$ cat src/rtl/data_ram_wr_arbiter.sv
// data_ram_wr_arbiter: owns the write port (port B) of the data-table RAM.
// It shares that port round-robin between REQ_CNT write requesters and holds
// the RAM clear sequencer, which writes zero to every address on request.
// Optional build macro DATA_RAM_WR_ARB_STALL_CNT_EN adds a 16-bit saturating
// counter, stall_cnt_o, of cycles in which a valid request was not granted.
module data_ram_wr_arbiter #(
    parameter int REQ_CNT = 3,
    parameter int A_WIDTH = 10,
    parameter int D_WIDTH = 64
) (
    input  logic                       clk_i,
    input  logic                       rst_i,
    input  logic [REQ_CNT*A_WIDTH-1:0] req_addr_i,
    input  logic [REQ_CNT*D_WIDTH-1:0] req_data_i,
    input  logic [REQ_CNT-1:0]         req_valid_i,
    output logic [REQ_CNT-1:0]         req_ready_o,
    input  logic                       clear_run_i,
    output logic                       clear_busy_o,
    output logic                       clear_done_o,
    output logic [A_WIDTH-1:0]         ram_wr_addr_o,
    output logic [D_WIDTH-1:0]         ram_wr_data_o,
`ifdef DATA_RAM_WR_ARB_STALL_CNT_EN
    output logic [15:0]                stall_cnt_o,
`endif
    output logic                       ram_wr_en_o
);

    localparam int PTR_W = (REQ_CNT > 1) ? $clog2(REQ_CNT) : 1;

    typedef enum logic [1:0] {
        IDLE  = 2'd0,
        CLEAR = 2'd1,
        DONE  = 2'd2
    } state_t;

    state_t             state;
    logic [PTR_W-1:0]   rr_ptr;
    logic [PTR_W-1:0]   next_ptr;
    logic [A_WIDTH-1:0] clear_addr;
    logic               grant_valid;
    logic [A_WIDTH-1:0] sel_addr;
    logic [D_WIDTH-1:0] sel_data;
    int                 idx;

    // Round-robin search from rr_ptr upward with wrap; only IDLE grants, and a
    // clear request in the same cycle suppresses every grant.
    always_comb begin
        // NOTE: every variable gets a default before any branch so no latch is inferred.
        req_ready_o = '0;
        grant_valid = 1'b0;
        sel_addr    = '0;
        sel_data    = '0;
        next_ptr    = rr_ptr;
        idx         = 0;
        if (state == IDLE && !clear_run_i) begin
            for (int k = 0; k < REQ_CNT; k++) begin
                idx = int'(rr_ptr) + k;
                if (idx >= REQ_CNT) idx = idx - REQ_CNT;
                if (!grant_valid && req_valid_i[idx]) begin
                    grant_valid      = 1'b1;
                    req_ready_o[idx] = 1'b1;
                    sel_addr         = req_addr_i[idx*A_WIDTH +: A_WIDTH];
                    sel_data         = req_data_i[idx*D_WIDTH +: D_WIDTH];
                    next_ptr         = (idx == REQ_CNT - 1) ? '0 : PTR_W'(idx + 1);
                end
            end
        end
    end

    // FSM plus registered RAM write port and clear status outputs.
    always_ff @(posedge clk_i) begin
        // NOTE: state is written with <= so every flop samples pre-edge values.
        if (!rst_i) begin
            // NOTE: the synchronous reset clears every flop here, aborting any clear in flight.
            state         <= IDLE;
            rr_ptr        <= '0;
            clear_addr    <= '0;
            ram_wr_en_o   <= 1'b0;
            ram_wr_addr_o <= '0;
            ram_wr_data_o <= '0;
            clear_busy_o  <= 1'b0;
            clear_done_o  <= 1'b0;
        end else begin
            ram_wr_en_o  <= 1'b0;
            clear_done_o <= 1'b0;
            case (state)
                IDLE, DONE: begin
                    if (clear_run_i) begin
                        state        <= CLEAR;
                        clear_addr   <= '0;
                        clear_busy_o <= 1'b1;
                    end else begin
                        state <= IDLE;
                        if (grant_valid) begin
                            ram_wr_addr_o <= sel_addr;
                            ram_wr_data_o <= sel_data;
                            ram_wr_en_o   <= 1'b1;
                            rr_ptr        <= next_ptr;
                        end
                    end
                end
                CLEAR: begin
                    ram_wr_addr_o <= clear_addr;
                    ram_wr_data_o <= '0;
                    ram_wr_en_o   <= 1'b1;
                    clear_addr    <= clear_addr + 1'b1;
                    if (clear_addr == '1) begin
                        state        <= DONE;
                        clear_busy_o <= 1'b0;
                        clear_done_o <= 1'b1;
                    end
                end
                default: state <= IDLE;
            endcase
        end
    end

`ifdef DATA_RAM_WR_ARB_STALL_CNT_EN
    // Saturating count of cycles with a valid request left ungranted.
    always_ff @(posedge clk_i) begin
        if (!rst_i) begin
            stall_cnt_o <= '0;
        end else if (clear_run_i) begin
            stall_cnt_o <= '0;
        end else if (|(req_valid_i & ~req_ready_o) && stall_cnt_o != 16'hFFFF) begin
            stall_cnt_o <= stall_cnt_o + 16'd1;
        end
    end
`endif

endmodule
$ cat config.mk
export PLATFORM = sky130hd
export DESIGN_NAME = data_ram_wr_arbiter
export DESIGN_NICKNAME = d
export VERILOG_FILES = /design/src/rtl/data_ram_wr_arbiter.sv
export SDC_FILE = /design/constraint.sdc
export NUM_CORES = 1
export LEC_CHECK = 0
export CAP_MARGIN = 20
export CORE_UTILIZATION = 44
export CTS_BUF_LIST = sky130_fd_sc_hd__clkbuf_4
export DETAILED_ROUTE_END_ITERATION = 7
export GPL_TIMING_DRIVEN = 0
export PLACE_DENSITY = 0.9
export SETUP_SLACK_MARGIN = 0.2
export SLEW_MARGIN = 20
export SYNTH_ARGS = -nofsm -noshare
export SYNTH_HDL_FRONTEND = slang
export SYNTH_SLANG_ARGS = --single-unit
$ cat constraint.sdc
create_clock -name clk_i -period 3.45 [get_ports clk_i]
set_clock_uncertainty 0.1 [all_clocks]
set_input_delay 0.69 -clock clk_i [delete_from_list [all_inputs] [get_ports clk_i]]
set_output_delay 0.69 -clock clk_i [all_outputs]
set_load 0.02 [all_outputs]
# After elaboration in Yosys (flattened, before gate mapping)
# Cells that the tools add are included.
# totals
regBits	91
inputBits	228
word_cells	131
# classes
addsub	9
multipliers	3
order_cmp	9
eq_ne	10
shifts	6
n_mux	65
bitwise_logic	3
n_reduce_logical	18
# ops
op	n
indexed part select 192 x 32 -> 64 bit	3
two-way mux 64 bit	6
two-way mux 32 bit	6
case mux 64 bit (2 select lines)	1
equality test 32 x 3 -> 1 bit (second input constant)	3
greater-or-equal comparator 32 x 1 -> 1 bit (second input constant)	3
less-than comparator 32 x 4 -> 1 bit (second input constant)	3
multiplier 32 x 4 -> 31 bit (second input constant)	3
indexed part select 30 x 32 -> 10 bit	3
two-way mux 10 bit	7
case mux 10 bit (2 select lines)	2
two-way mux 1 bit	21
two-way mux 3 bit	6
two-way mux 2 bit	7
adder 10 x 1 -> 10 bit (second input constant)	1
equality test 10 bit (second input constant)	1
!= test 2 bit (second input constant)	4
subtractor 3 x 2 -> 4 bit (second input constant)	2
adder 2 bit (second input constant)	3
binary-select mux 1 bit (select 2 bit)	3
demux 1 bit (select 2 bit)	3
greater-or-equal comparator 3 x 2 -> 1 bit (second input constant)	2
logical AND 1 bit	6
bitwise OR 3 bit	2
17 further kinds	22

# Depth between registers and ports, before layout
# depth
word_depth	19
mapped_depth	16
mapped_depth_nobuf	13

# Worst setup path before layout
# Ideal clock, no wire load.
# synth_timing
kind	register to register
start	register rr_ptr[0]
end	register ram_wr_addr_o[5]
setup_time_ps	71
arrival_ps	3150
t_required_ps	3279
slack_ps	129
stages_incl_launch_ff	16
period_less_slack_ps	3321
path_cell_list	dfxtp_1 -> inv_1 -> ha_1 -> buf_2 -> buf_2 -> buf_2 -> clkbuf_1 -> and2_1 -> ha_1 -> inv_1 -> fa_1 -> o21ai_0 -> nor4b_1 -> a22o_1 -> o211ai_1 -> a21oi_1
# synth_between
elab_chain_len	19
elab_cells_between_ends	48
classes_between	5 x add/sub; 3 x mul; 3 x order compare; 1 x eq/ne; 3 x shift; 28 x mux; 5 x reduce/logical
# synth_lines
item	line	source
from (decl)	37	logic [PTR_W-1:0] rr_ptr;
from (signal assigned)	98	rr_ptr <= next_ptr;
parallel branches: the longest is 19 deep, another holds multiplier 32 x 4 -> 31 bit	n/a	
to (signal assigned)	95	ram_wr_addr_o <= sel_addr;
to (signal assigned)	103	ram_wr_addr_o <= clear_addr;
to (decl)	20	output logic [A_WIDTH-1:0] ram_wr_addr_o,
# Parallel ways; which one is timed is not known. The select of a mux whose other input is x is not followed.
# A chain may end at the register's enable or synchronous reset.

# Final worst setup path
# layout_timing
start	register rr_ptr[1]
end	register ram_wr_addr_o[5]
# The elaborated chain is that of the path after synthesis.

==> flow_summary.ini <==
[outcome]
status = finished clean

[global_routing]
grt_usage_pct = 36.6
grt_overflow_total = 0
antenna_found_initial = 3
grt_pass1_wl_um = 64800
grt_max_degree = 18
grt_pass1_vias = 12300

[cells_and_area]
final_cell_area_um2 = 14000
layout_common_cells = clkdlybuf4s50_1, o21ai_0, a21oi_1
syn_to_final_growth_pct = 44.7
layout_commonest_cell = clkdlybuf4s50_1
instances_no_fill = 2012
final_nets = 1968
layout-drive-gt1-share_pct = 8.70
nFillCells = 1768

[worst_hold_path]
hold_class = reg -> reg
holdPathStages = 2
worstHoldStart = clear_busy_o
min_to = clear_busy_o

[power_and_ir_drop]
sw_frac_of_total_pct = 46.3
p_clk_share_pct = 12.8
pwr-share-comb_pct = 63.0
pwr-share-seq_pct = 24.2
p_int_uw = 2700
powerDensity_nw_per_um2 = 361
power.net_switching_uw = 2330
vdd_drop_max_uv = 184
leakage_uw = 0.00482

[critical_path]
cp.arrival_ns = 3.78
cp_data_required_time_ns = 3.80
end_kind = register
worstRegToRegCells = 17
critPathKind = reg -> reg
worst_setup_path_start_kind = register
regToRegSetupSlack_ns = 0.02
critPathMaxFanout = 5
r2r-end = ram_wr_addr_o[5]
reg2reg_from = rr_ptr[1]

[drt]
drc = 0
drtPass1Iterations = 6
antenna_left = 0
first_iter_violations = 1596
viasPerCell = 6.54
wl_per_cell_um = 21.5
vias = 13200
wl_um = 43200

[timing]
timing.hold.ws_ns = 0.373
rsz0062_at_grt = true
period_minus_slack_ns = 3.43
relSlewSlack_pct = 29.6
slew_viol_final = 0
max_freq_mhz = 292
hold_viol_final = 0
worstMarginPinSlew_ns = 1.05
final.period_utilization_pct = 99.4
setup_viol = 0

[floorplan]
coreArea_um2 = 21200
start_util_pct = 45.4
ios = 308
die_width_um = 150
die_h_um = 150
num_rows = 53
dieArea_um2 = 22500

[job]
maxCapViolCount = 0

[synth]
syn_nets = 1612
synth_top_cell_by_area = mux2i_1
avgSynthCellArea_um2 = 7.02
synth_top_area_share_pct = 22.6
synth_flop_cell = dfxtp_1
yosysSeqAreaShare_pct = 18.9
syn_area_um2 = 9640
synth_cells = 1374
synth_edf_count = 0
async_flop_share_pct = 0
yosysUniqueCellTypes = 58
synth_area_leaders = mux2i_1, dfxtp_1, o21ai_0
yosys_warnings = 0
ys_ff_latch = 91

[placed_design]
hpwl_um = 30200
place.gp.congestion = 0.993
placed_cell_area_um2 = 13100
portBuffers = 307
place_inst = 1956

[clock_tree]
h-tree-depth = 3
cts_made_buffers = 9
postCtsHoldBufs = 0
root_buffer = clkbuf_4
clk_pin_slew_ns = 0.18
clk_path_buf_depth = 2
clk_latency_ns = 0.52
clock-sinks = 91
cts_tree = done
## per-stage QoR
stage,total power [µW],setup TNS [ns],utilization (%),setup WS (ns)
2_1_floorplan,3020,0,-,0.211
3_3_place_gp,4000,-29.72,61.6,-1.39
3_5_place_dp,4070,-35.25,61.6,-1.43
4_1_cts,4870,0,64.6,0.0667
5_1_grt,5280,-0.0673,65.7,-0.0350
6_report,5030,0,65.7,0.0215
## worst max-delay path by stage
stage | end | start | slack [ns] | depth (start not counted)
floorplan | ram_wr_addr_o[1] | rr_ptr[0] | 0.21 | 15
global placement | req_ready_o[2] | req_valid_i[2] | -1.39 | 10
detailed placement | req_ready_o[2] | req_valid_i[2] | -1.43 | 10
CTS | req_ready_o[2] | rr_ptr[1] | 0.07 | 11
global route | ram_wr_addr_o[5] | rr_ptr[1] | -0.03 | 17
finish | ram_wr_addr_o[5] | rr_ptr[1] | 0.02 | 17
## repair_timing
item                                    in CTS  in global routing
gates cloned                                 1                  0
endpoints found under the setup margin      79                 73
endpoints found under the hold margin        0                  0
pin swaps                                   17                 18
setup buffers                               26                 12
gates resized for setup                     98                 39
## power by group through the flow
| stage | Clock (µW) | Combinational [µW] | Sequential, µW |
|---|---|---|---|
| CTS | 645 | 3020 | 1210 |
| finish | 644 | 3170 | 1220 |
| detailed placement | 0 | 2830 | 1240 |
| global placement | 0 | 2770 | 1230 |
| floorplan | 0 | 1690 | 1330 |
| global route | 672 | 3390 | 1230 |
## state kept, by name, summed over array words and instances (netlist names)
register / count
ram_wr_addr_o: 10
clear_done_o: 1
clear_busy_o: 1
clear_addr: 10
rr_ptr: 2
ram_wr_data_o: 64
state: 2
ram_wr_en_o: 1
## area by class of cell
type	instances	area, µm²	area share [%]
buffer	139	825	5.91
clock buffer	9	67.6	0.484
clock inverter	7	62.6	0.448
inverter	8	35.0	0.251
tap	275	344	2.47
multi-input combinational	1135	7370	52.8
timing repair buffer	346	3410	24.4
sequential	91	1830	13.1
antenna	2	5.00	0.0359
## Yosys cell counts, types with 7 or more instances
| master | number |
|---|---|
| nor2_1 | 168 |
| nand2_1 | 96 |
| nand3_1 | 14 |
| a32o_1 | 68 |
| buf_1 | 17 |
| dfxtp_1 | 91 |
| buf_2 | 37 |
| a22oi_1 | 9 |
| clkbuf_1 | 79 |
| mux2i_1 | 218 |
| o21ai_0 | 228 |
| inv_1 | 7 |
| a21oi_1 | 224 |
| ha_1 | 9 |
| o22ai_1 | 8 |
## cells by family after synthesis
logic type	Yosys count	synth area share [%]
AOI/OAI and AO/OA	577	35.2
and+or+nand+nor	323	14.2
muxes	222	23.1
buffers and inverters	148	6.98
DFF	91	18.9
adders and majority gates	10	1.38
xor gates and xnor gates	3	0.273
## per-layer routing
layer / track usage [%] / wire length (µm) / share of wire, %
met5: 0 / 12 / 0.028
met4: 19.0 / 2040 / 4.7
met3: 7.13 / 5270 / 12
met1: 46.4 / 16200 / 38
met2: 58.6 / 19700 / 46
## worst max-delay path: stages, from the launching register on
cell and delay, ns:
dfxtp_4 0.40, buf_6 0.12, ha_4 0.17, buf_8 0.13, buf_6 0.11, buf_12 0.12
buf_12 0.12, clkbuf_16 0.13, and2_4 0.14, ha_4 0.26, inv_2 0.03, fa_2 0.54
o21ai_1 0.11, nor4b_4 0.27, buf_4 0.17, a22o_1 0.13, o211ai_1 0.14, a21oi_1 0.18
(Power assumes the default switching activity.)
